--- src/rtl/apb_seq_pkg.sv ---
// Shared definitions for the APB command sequencer: issuer FSM states and
// default interface sizes.
package apb_seq_pkg;

  typedef enum logic [1:0] {
    ST_IDLE = 2'd0,
    ST_REQ  = 2'd1,
    ST_WAIT = 2'd2
  } seq_state_e;

  localparam int DEF_ADDR_WIDTH = 32;
  localparam int DEF_DATA_WIDTH = 32;
  localparam int DEF_CMD_DEPTH  = 4;
  localparam int DEF_RSP_DEPTH  = 4;

endpackage

--- src/rtl/sync_fifo.sv ---
// Single-clock FIFO with first-word fall-through head and occupancy count.
// DEPTH must be a power of two; the extra pointer bit separates full from empty.
module sync_fifo #(
  parameter int WIDTH = 8,
  parameter int DEPTH = 4
) (
  input  logic                     clk,
  input  logic                     rst_n,
  input  logic                     push,
  input  logic [WIDTH-1:0]         din,
  input  logic                     pop,
  output logic [WIDTH-1:0]         dout,
  output logic                     full,
  output logic                     empty,
  output logic [$clog2(DEPTH):0]   count
);

  localparam int AW = $clog2(DEPTH);

  logic [WIDTH-1:0] mem [DEPTH];
  logic [AW:0]      wr_ptr;
  logic [AW:0]      rd_ptr;
  logic             do_push;
  logic             do_pop;

  assign do_push = push & ~full;
  assign do_pop  = pop & ~empty;

  // NOTE: sequential state uses non-blocking assignments so every register samples pre-edge values.
  always_ff @(posedge clk or negedge rst_n) begin
    if (!rst_n) begin
      wr_ptr <= '0;
      rd_ptr <= '0;
    end else begin
      if (do_push) wr_ptr <= wr_ptr + 1'b1;
      if (do_pop)  rd_ptr <= rd_ptr + 1'b1;
    end
  end

  // NOTE: storage is deliberately not reset; the pointers alone define which entries are valid.
  always_ff @(posedge clk) begin
    if (do_push) mem[wr_ptr[AW-1:0]] <= din;
  end

  assign dout  = mem[rd_ptr[AW-1:0]];
  assign empty = (wr_ptr == rd_ptr);
  assign full  = (wr_ptr[AW] != rd_ptr[AW]) && (wr_ptr[AW-1:0] == rd_ptr[AW-1:0]);
  assign count = wr_ptr - rd_ptr;

endmodule

--- src/rtl/apb_cmd_sequencer.sv ---
// Queues host read/write commands, issues them one at a time to an APB master
// through a start/complete handshake, and returns responses in command order.
module apb_cmd_sequencer
  import apb_seq_pkg::*;
#(
  parameter int ADDR_WIDTH = DEF_ADDR_WIDTH,
  parameter int DATA_WIDTH = DEF_DATA_WIDTH,
  parameter int CMD_DEPTH  = DEF_CMD_DEPTH,
  parameter int RSP_DEPTH  = DEF_RSP_DEPTH
) (
  input  logic                  pclk,
  input  logic                  presetn,
  input  logic                  cmd_valid,
  output logic                  cmd_ready,
  input  logic [ADDR_WIDTH-1:0] cmd_addr,
  input  logic [DATA_WIDTH-1:0] cmd_wdata,
  input  logic                  cmd_write,
  output logic                  rsp_valid,
  input  logic                  rsp_ready,
  output logic [DATA_WIDTH-1:0] rsp_rdata,
  output logic                  rsp_error,
  output logic                  rsp_write,
  output logic                  transfer_req,
  output logic [ADDR_WIDTH-1:0] transfer_addr,
  output logic [DATA_WIDTH-1:0] transfer_wdata,
  output logic                  transfer_write,
  input  logic                  transfer_ready,
  input  logic [DATA_WIDTH-1:0] transfer_rdata,
  input  logic                  transfer_error,
  output logic                  busy
);

  localparam int CMD_W = ADDR_WIDTH + DATA_WIDTH + 1;
  localparam int RSP_W = DATA_WIDTH + 2;
  localparam int CCW   = $clog2(CMD_DEPTH) + 1;
  localparam int RCW   = $clog2(RSP_DEPTH) + 1;
  localparam logic [RCW-1:0] RSP_SLOTS = RCW'(RSP_DEPTH);

  seq_state_e state, state_nxt;

  logic                  cmd_full, cmd_empty, cmd_push, cmd_pop;
  logic [CCW-1:0]        cmd_count;
  logic [CMD_W-1:0]      cmd_din, cmd_head;
  logic                  rsp_full, rsp_empty, rsp_push, rsp_pop;
  logic [RCW-1:0]        rsp_count;
  logic [RSP_W-1:0]      rsp_din, rsp_head;
  logic [DATA_WIDTH-1:0] rsp_rdata_in;
  logic                  issue;

  assign cmd_ready = presetn & ~cmd_full;
  assign cmd_push  = cmd_valid & cmd_ready;
  assign cmd_din   = {cmd_addr, cmd_wdata, cmd_write};

  // Nothing is outstanding in IDLE, so a free response slot now stays free
  // until this command's completion is pushed.
  assign issue   = (state == ST_IDLE) && !cmd_empty && (rsp_count < RSP_SLOTS);
  assign cmd_pop = issue;

  assign rsp_rdata_in = transfer_write ? '0 : transfer_rdata;
  assign rsp_din      = {rsp_rdata_in, transfer_error, transfer_write};
  assign rsp_push     = (state == ST_WAIT) && transfer_ready && !rsp_full;
  assign rsp_valid    = ~rsp_empty;
  assign rsp_pop      = rsp_valid & rsp_ready;
  assign rsp_rdata    = rsp_valid ? rsp_head[RSP_W-1:2] : '0;
  assign rsp_error    = rsp_valid & rsp_head[1];
  assign rsp_write    = rsp_valid & rsp_head[0];

  sync_fifo #(.WIDTH(CMD_W), .DEPTH(CMD_DEPTH)) u_cmd_fifo (
    .clk   (pclk),
    .rst_n (presetn),
    .push  (cmd_push),
    .din   (cmd_din),
    .pop   (cmd_pop),
    .dout  (cmd_head),
    .full  (cmd_full),
    .empty (cmd_empty),
    .count (cmd_count)
  );

  sync_fifo #(.WIDTH(RSP_W), .DEPTH(RSP_DEPTH)) u_rsp_fifo (
    .clk   (pclk),
    .rst_n (presetn),
    .push  (rsp_push),
    .din   (rsp_din),
    .pop   (rsp_pop),
    .dout  (rsp_head),
    .full  (rsp_full),
    .empty (rsp_empty),
    .count (rsp_count)
  );

  always_comb begin
    // NOTE: default assignment first so no path leaves state_nxt unassigned (no latch).
    state_nxt = state;
    unique case (state)
      ST_IDLE: if (issue) state_nxt = ST_REQ;
      ST_REQ:  state_nxt = ST_WAIT;
      ST_WAIT: if (transfer_ready) state_nxt = ST_IDLE;
      default: state_nxt = ST_IDLE;
    endcase
  end

  always_ff @(posedge pclk or negedge presetn) begin
    if (!presetn) begin
      state          <= ST_IDLE;
      transfer_addr  <= '0;
      transfer_wdata <= '0;
      transfer_write <= 1'b0;
    end else begin
      state <= state_nxt;
      if (issue) {transfer_addr, transfer_wdata, transfer_write} <= cmd_head;
    end
  end

  assign transfer_req = (state == ST_REQ);
  assign busy         = (state != ST_IDLE) || (cmd_count != '0);

endmodule
--- config.mk ---
export PLATFORM = sky130hd
export DESIGN_NAME = apb_cmd_sequencer
export DESIGN_NICKNAME = d
export VERILOG_FILES = /design/src/rtl/apb_seq_pkg.sv /design/src/rtl/sync_fifo.sv /design/src/rtl/apb_cmd_sequencer.sv
export SDC_FILE = /design/constraint.sdc
export NUM_CORES = 1
export LEC_CHECK = 0
export CAP_MARGIN = 15
export CORE_ASPECT_RATIO = 0.8
export CORE_MARGIN = 4
export CORE_UTILIZATION = 50
export CTS_CLUSTER_SIZE = 30
export DETAILED_ROUTE_END_ITERATION = 12
export HOLD_SLACK_MARGIN = 0.06
export PLACE_DENSITY = 0.86
export SYNTH_ARGS = -nofsm -noshare
export SYNTH_HDL_FRONTEND = slang
export SYNTH_SLANG_ARGS = --single-unit
--- constraint.sdc ---
create_clock -name pclk -period 4 [get_ports pclk]
set_input_delay 1 -clock pclk [delete_from_list [all_inputs] [get_ports pclk]]
set_output_delay 1 -clock pclk [all_outputs]
set_load 0.05 [all_outputs]
[After elaboration in Yosys (flattened, before gate mapping)]
Memory sizes are Yosys's and may differ from the RTL's. A register that Yosys moved wholly into a read port is not among the register bits.
Cells that the tools add are included.
Word-level totals
  flip-flop bits (word level): 14
  bits in latches: 0
  bits in writable memories: 396
  memory bits (read-only): 0
  output and inout port bits: 103
  word-level logic and storage cells: 60
  memories kept: 2
Operators by class
  $add $sub $neg: 6
  multiply operators: 0
  divide/modulo/power cells: 0
  $lt $le $gt $ge: 1
  equality and inequality tests: 10
  shifts and indexed selects: 0
  muxes and demuxes: 9
  bitwise gates (word level): 13
  reduce and logical (&&, ||, !) cells: 14
Memory list
  u_cmd_fifo.mem: depth 4, width 65, read ports 1, clocked after memory_dff 1, write ports 1, RTL line sync_fifo.sv:20  | logic [WIDTH-1:0] mem [DEPTH];
  u_rsp_fifo.mem: depth 4, width 34, read ports 1, clocked after memory_dff 0, write ports 1, RTL line sync_fifo.sv:20
Operator list (count)
  $mux 32: 2
  $add 3x1->3 const B: 4
  $and 1x1->1: 9
  $eq 3x3->1: 2
  $logic_and 1x1->1: 6
  $pmux 2 s3: 1
  $sub 3x3->3: 2
  $eq 2x2->1: 2
  $mux 1: 4
  $mux 2: 2
  $not 1->1: 4
  $logic_not 1->1: 3
  $lt 3x3->1 const B: 1
  $reduce_bool 3->1: 1
  $eq 2x1->1 const B: 1
  $eq 2x2->1 const B: 1
  $logic_not 2->1: 1
  $ne 1x1->1: 2
  $ne 2x1->1 const B: 1
  $ne 2x2->1 const B: 1
  $reduce_and 2->1: 1
  $reduce_bool 2->1: 1
  $logic_or 1x1->1: 1

[Depth between registers and ports, before layout]
  word-level depth: 8
  gate-level depth with buffers: 10

[Modules after synthesis]
From an unflattened synthesis, not the netlist that was laid out.
Second synthesis, totals
  cells, all modules: 831
  area, all modules: 18205.0 um^2
By module, submodules not included
  sync_fifo (u_cmd_fifo): times used 1, cells an instance 384, area an instance 9833.2 um^2, seq. area each 7957.6 um^2
  sync_fifo (u_rsp_fifo): times used 1, cells an instance 223, area an instance 5372.7 um^2, seq. area each 4234.1 um^2
  apb_cmd_sequencer: times used 1, cells an instance 224, area an instance 2999.1 um^2, seq. area each 1676.6 um^2

[Worst setup path before layout]
No wires, ideal clock.
  path type: register -> register
  from: register u_cmd_fifo.rd_ptr[1]
  to: memory u_cmd_fifo.mem[3][0] (netlist bit) (enable)
  setup time: 432 ps
  arrival time: 4262 ps
  required time: 3568 ps
  setup slack: -694 ps
  stages on the path, launching flop included: 7
  path buffers: 2
  period minus slack after synthesis: 4694 ps
  cell sequence: dfrtp_1 > buf_1 > buf_1 > inv_1 > ha_1 > a31oi_1 > and3_1
Between the ends
  longest elaborated chain between the ends: 8
RTL lines
  start, declared: RTL line sync_fifo.sv:22  | logic [AW:0] rd_ptr;
  start signal, assigned: RTL line sync_fifo.sv:36  | if (do_pop) rd_ptr <= rd_ptr + 1'b1;
  $eq 2x2->1: RTL line sync_fifo.sv:47  | assign full = (wr_ptr[AW] != rd_ptr[AW]) && (wr_ptr[AW-1:0] == rd_ptr[AW-1:0]);
  $logic_and 1x1->1: RTL line sync_fifo.sv:47
  $not 1->1: RTL line apb_cmd_sequencer.sv:50  | assign cmd_ready = presetn & ~cmd_full;
  $and 1x1->1: RTL line apb_cmd_sequencer.sv:50
  via cmd_ready: RTL line apb_cmd_sequencer.sv:14  | output logic cmd_ready,
  $and 1x1->1: RTL line apb_cmd_sequencer.sv:51  | assign cmd_push = cmd_valid & cmd_ready;
  $and 1x1->1: RTL line sync_fifo.sv:26  | assign do_push = push & ~full;
  $mux 1: RTL line sync_fifo.sv:42  | if (do_push) mem[wr_ptr[AW-1:0]] <= din;
  $mux 1 (not written as such): RTL line sync_fifo.sv:42
  end, declared: RTL line sync_fifo.sv:20
The timed path passes the listed nets, and every way through them passes these cells.

[Worst setup path after layout]
  from: register u_cmd_fifo.wr_ptr[0]
  to: output busy
Between the ends
  longest elaborated chain between the ends: 3
RTL lines
  start, declared: RTL line sync_fifo.sv:21  | logic [AW:0] wr_ptr;
  start signal, assigned: RTL line sync_fifo.sv:35  | if (do_push) wr_ptr <= wr_ptr + 1'b1;
  $sub 3x3->3: RTL line sync_fifo.sv:48  | assign count = wr_ptr - rd_ptr;
  $reduce_bool 3->1: RTL line apb_cmd_sequencer.sv:116  | assign busy = (state != ST_IDLE) || (cmd_count != '0);
  $logic_or 1x1->1: RTL line apb_cmd_sequencer.sv:116
  end, declared: RTL line apb_cmd_sequencer.sv:30  | output logic busy
No other way between the ends.

==> metrics <==
Reg2Reg Depth 4; crit path DAT around 2.7 ns; CP Max Fanout 4; Max Slew Vio Count 0; power share of the clock group 0.216; Routed WL per cell between 20 and 25 um; fraction of layout cells with a size suffix above 1 0.262; Max Cap Viol 0; row cnt between 60 and 70; Slew headroom 0.325; post-synth cell types 30; Ports 206; worst-margin pin slew 1.01 ns; Avg Cell Area, Syn 22.2 um^2; register area share after synthesis 0.773; final instance area 0.0220 mm^2; global-route usage over all layers 0.185; Synth Instances 807; clock sink count 475; synthesis-to-finish area growth 22.9%; Max clock buf depth 3; Initial Util 0.511; overflow left after global routing 0; Final Routed Wirelength 35500 um; Worst Skew about 0.014 ns; Starting DRT DRC Count 749; final RePlAce weighted congestion 0.694; dpl cell area about 0.021 mm^2; routed vias 8487; via-per-instance ratio 5.47; CP Launch Type register; FF-to-FF End transfer_wdata[0]; Hold-fix buffers, CTS 0; largest net degree at the start of global routing 68; # setup viols final 0; post-CTS sizing 0; reg-to-reg startpoint u_cmd_fifo.rd_ptr[0]; die area 0.0390 mm^2; f_max 0.267 GHz; overall power 19.1 mW; Core ar. 0.0351 mm^2; crit path kind register to primary output; sw frac 0.373; NumNets Final 1161; Post-Syn Nets 925; initial antenna violation count 3; first-pass GRT wire length 54700 um; CTS buffer count 45; Pint 12.0 mW; CTS clk-pin slew, worst paths 0.06 ns; #FFs+latches synth 475; unrepaired setup endpoints after global routing false; Die Ht 177 um; sequential share of power 0.356; CTS tree built; Req. time, crit path 3.00 ns; peak supply drop 0.645 mV; synthesis warning total 0; htree depth 2; Post-CTS Setup Repair Bufs 0; flop2flop setup slack 1.33 ns; worst skew pair latency 0.55 ns; DP Wirelength 21000 um; Pleak 7.51 nW; combinational fraction of design power 0.428; Mapped Area 0.0179 mm^2; Fin. Hold Viols 0; DIE WIDTH 220 um; ANT nets after route 0; worst min-delay path category input port to asynchronous set/reset pin; status completed; Net Switching 7.12 mW; Port Buffers about 210; First-pass DRT Iterations 5; Clk Tree Root Cell clkbuf_16; DRC 0; setup_tns 0 ns; vias in the first global route 9280; final worst path period need 3.74 ns; Final period util 0.935; CP Capture Type primary output; PD cells roughly 870 mW/mm^2
==> power groups by stage <==
stage	registers (mW)	logic (mW)	clock network (mW)
detailed placement	6.89	8.28	0
CTS	6.81	8.33	4.24
floorplan	7.97	4.68	0
finish	6.80	8.18	4.12
global placement	6.85	8.16	0
global route	6.88	8.69	4.45
==> critical path, cell delays in order, from the launching register on <==
cell	delay, ns
dfrtp_1	0.41
inv_1	0.11
ha_1	0.21
fa_1	0.39
xnor2_1	0.14
nand4_1	0.11
clkdlybuf4s50_1	0.83
==> layout by cell type, fill, tap and decap left out, types with 3 or more instances in the layout <==
| cell | instances |
|---|---|
| o21ai_0 | 3 |
| mux2_1 | 21 |
| nor2b_1 | 33 |
| edfxtp_1 | 396 |
| clkinvlp_4 | 3 |
| clkinv_4 | 3 |
| and2_1 | 37 |
| xor2_1 | 5 |
| clkbuf_1 | 7 |
| buf_4 | 48 |
| ha_1 | 14 |
| buf_12 | 8 |
| clkinv_1 | 5 |
| clkbuf_8 | 6 |
| clkbuf_16 | 45 |
| dfrtp_1 | 76 |
| xnor2_1 | 6 |
| mux2_2 | 47 |
| and3_4 | 4 |
| nand2_1 | 5 |
| clkinv_2 | 9 |
| mux4_2 | 99 |
| inv_1 | 9 |
| clkdlybuf4s50_1 | 168 |
==> cell usage after synthesis (all sizes together) <==
cell type / instances / area share
edfxtp: 396 / 0.66
mux4: 99 / 0.12
dfrtp: 79 / 0.11
mux2: 68 / 0.043
and2: 38 / 0.013
nor2b: 33 / 0.012
buf: 20 / 0.0066
clkbuf: 15 / 0.0031
ha: 14 / 0.0098
inv: 9 / 0.0019
xnor2: 6 / 0.0029
nand2: 5 / 0.0010
xor2: 5 / 0.0024
and3: 4 / 0.0014
o21ai: 3 / 0.00084
nand3: 2 / 0.00056
nor2: 2 / 0.00042
a211oi: 1 / 0.00042
a21oi: 1 / 0.00049
a31oi: 1 / 0.00035
fa: 1 / 0.0011
nand4: 1 / 0.00035
nor3b: 1 / 0.00042
o2111a: 1 / 0.00063
or2: 1 / 0.00035
or3: 1 / 0.00035
==> area by class of cell <==
class,instances,area (um^2)
antenna,1,2.50
clock buffer,58,1230
clock inverter,25,210
fill,2378,13100
inverter,9,33.8
multi-input combinational,288,3900
sequential,475,13900
tap,472,591
timing repair buffer,224,2200
==> cell families (layout without fill, tap and decap cells) <==
family	count (synthesis)	count (layout)	synth area share
flops	475	475	0.773
mux	167	167	0.167
simple gates	88	88	0.0296
buf+inv	44	316	0.0116
fa+ha+maj	15	15	0.0109
xor+xnor	11	11	0.00537
compound gates	7	7	0.00272
other cells	0	1	0
==> through the flow <==
stage	worst slack (ns)	hold WS [ns]	util	instances
after detailed placement	0.791	0.474	0.587	1468
after CTS	0.205	0.446	0.628	1551
after global placement	0.834	0.466	0.587	1468
after floorplan	0.00706	0.460	-	807
after global routing	0.129	0.454	0.628	1552
final	0.260	0.456	0.628	1552
==> registers in the layout, indices dropped and copies added, names as in the netlist <==
name               cells
u_cmd_fifo.mem       260
u_rsp_fifo.mem       136
transfer_wdata        32
u_rsp_fifo.rd_ptr      3
u_cmd_fifo.wr_ptr      3
u_rsp_fifo.wr_ptr      3
transfer_addr         32
u_cmd_fifo.rd_ptr      3
transfer_write         1
state                  2
==> worst max-delay path by stage <==
stage | startpoint | endpoint | slack (ns) | depth (start not counted)
5_1_grt | u_cmd_fifo.wr_ptr[0] | busy | 0.13 | 6
3_3_place_gp | u_cmd_fifo.wr_ptr[0] | busy | 0.83 | 6
3_5_place_dp | u_cmd_fifo.wr_ptr[0] | busy | 0.79 | 6
2_1_floorplan | u_cmd_fifo.rd_ptr[1] | u_cmd_fifo.mem[3][0] | 0.007 | 6
6_report | u_cmd_fifo.wr_ptr[0] | busy | 0.26 | 6
4_1_cts | u_cmd_fifo.wr_ptr[0] | busy | 0.21 | 6
==> per-layer routing <==
metal | wire length (um) | GRT usage | vias up
li1 | - | - | 3715
met1 | 14400 | 0.249 | 4411
met2 | 17400 | 0.304 | 295
met3 | 2880 | 0.0488 | 62
met4 | 844 | 0.0489 | 4
met5 | 32 | 0 | -
No activity file was read; power rests on OpenSTA's default activity.
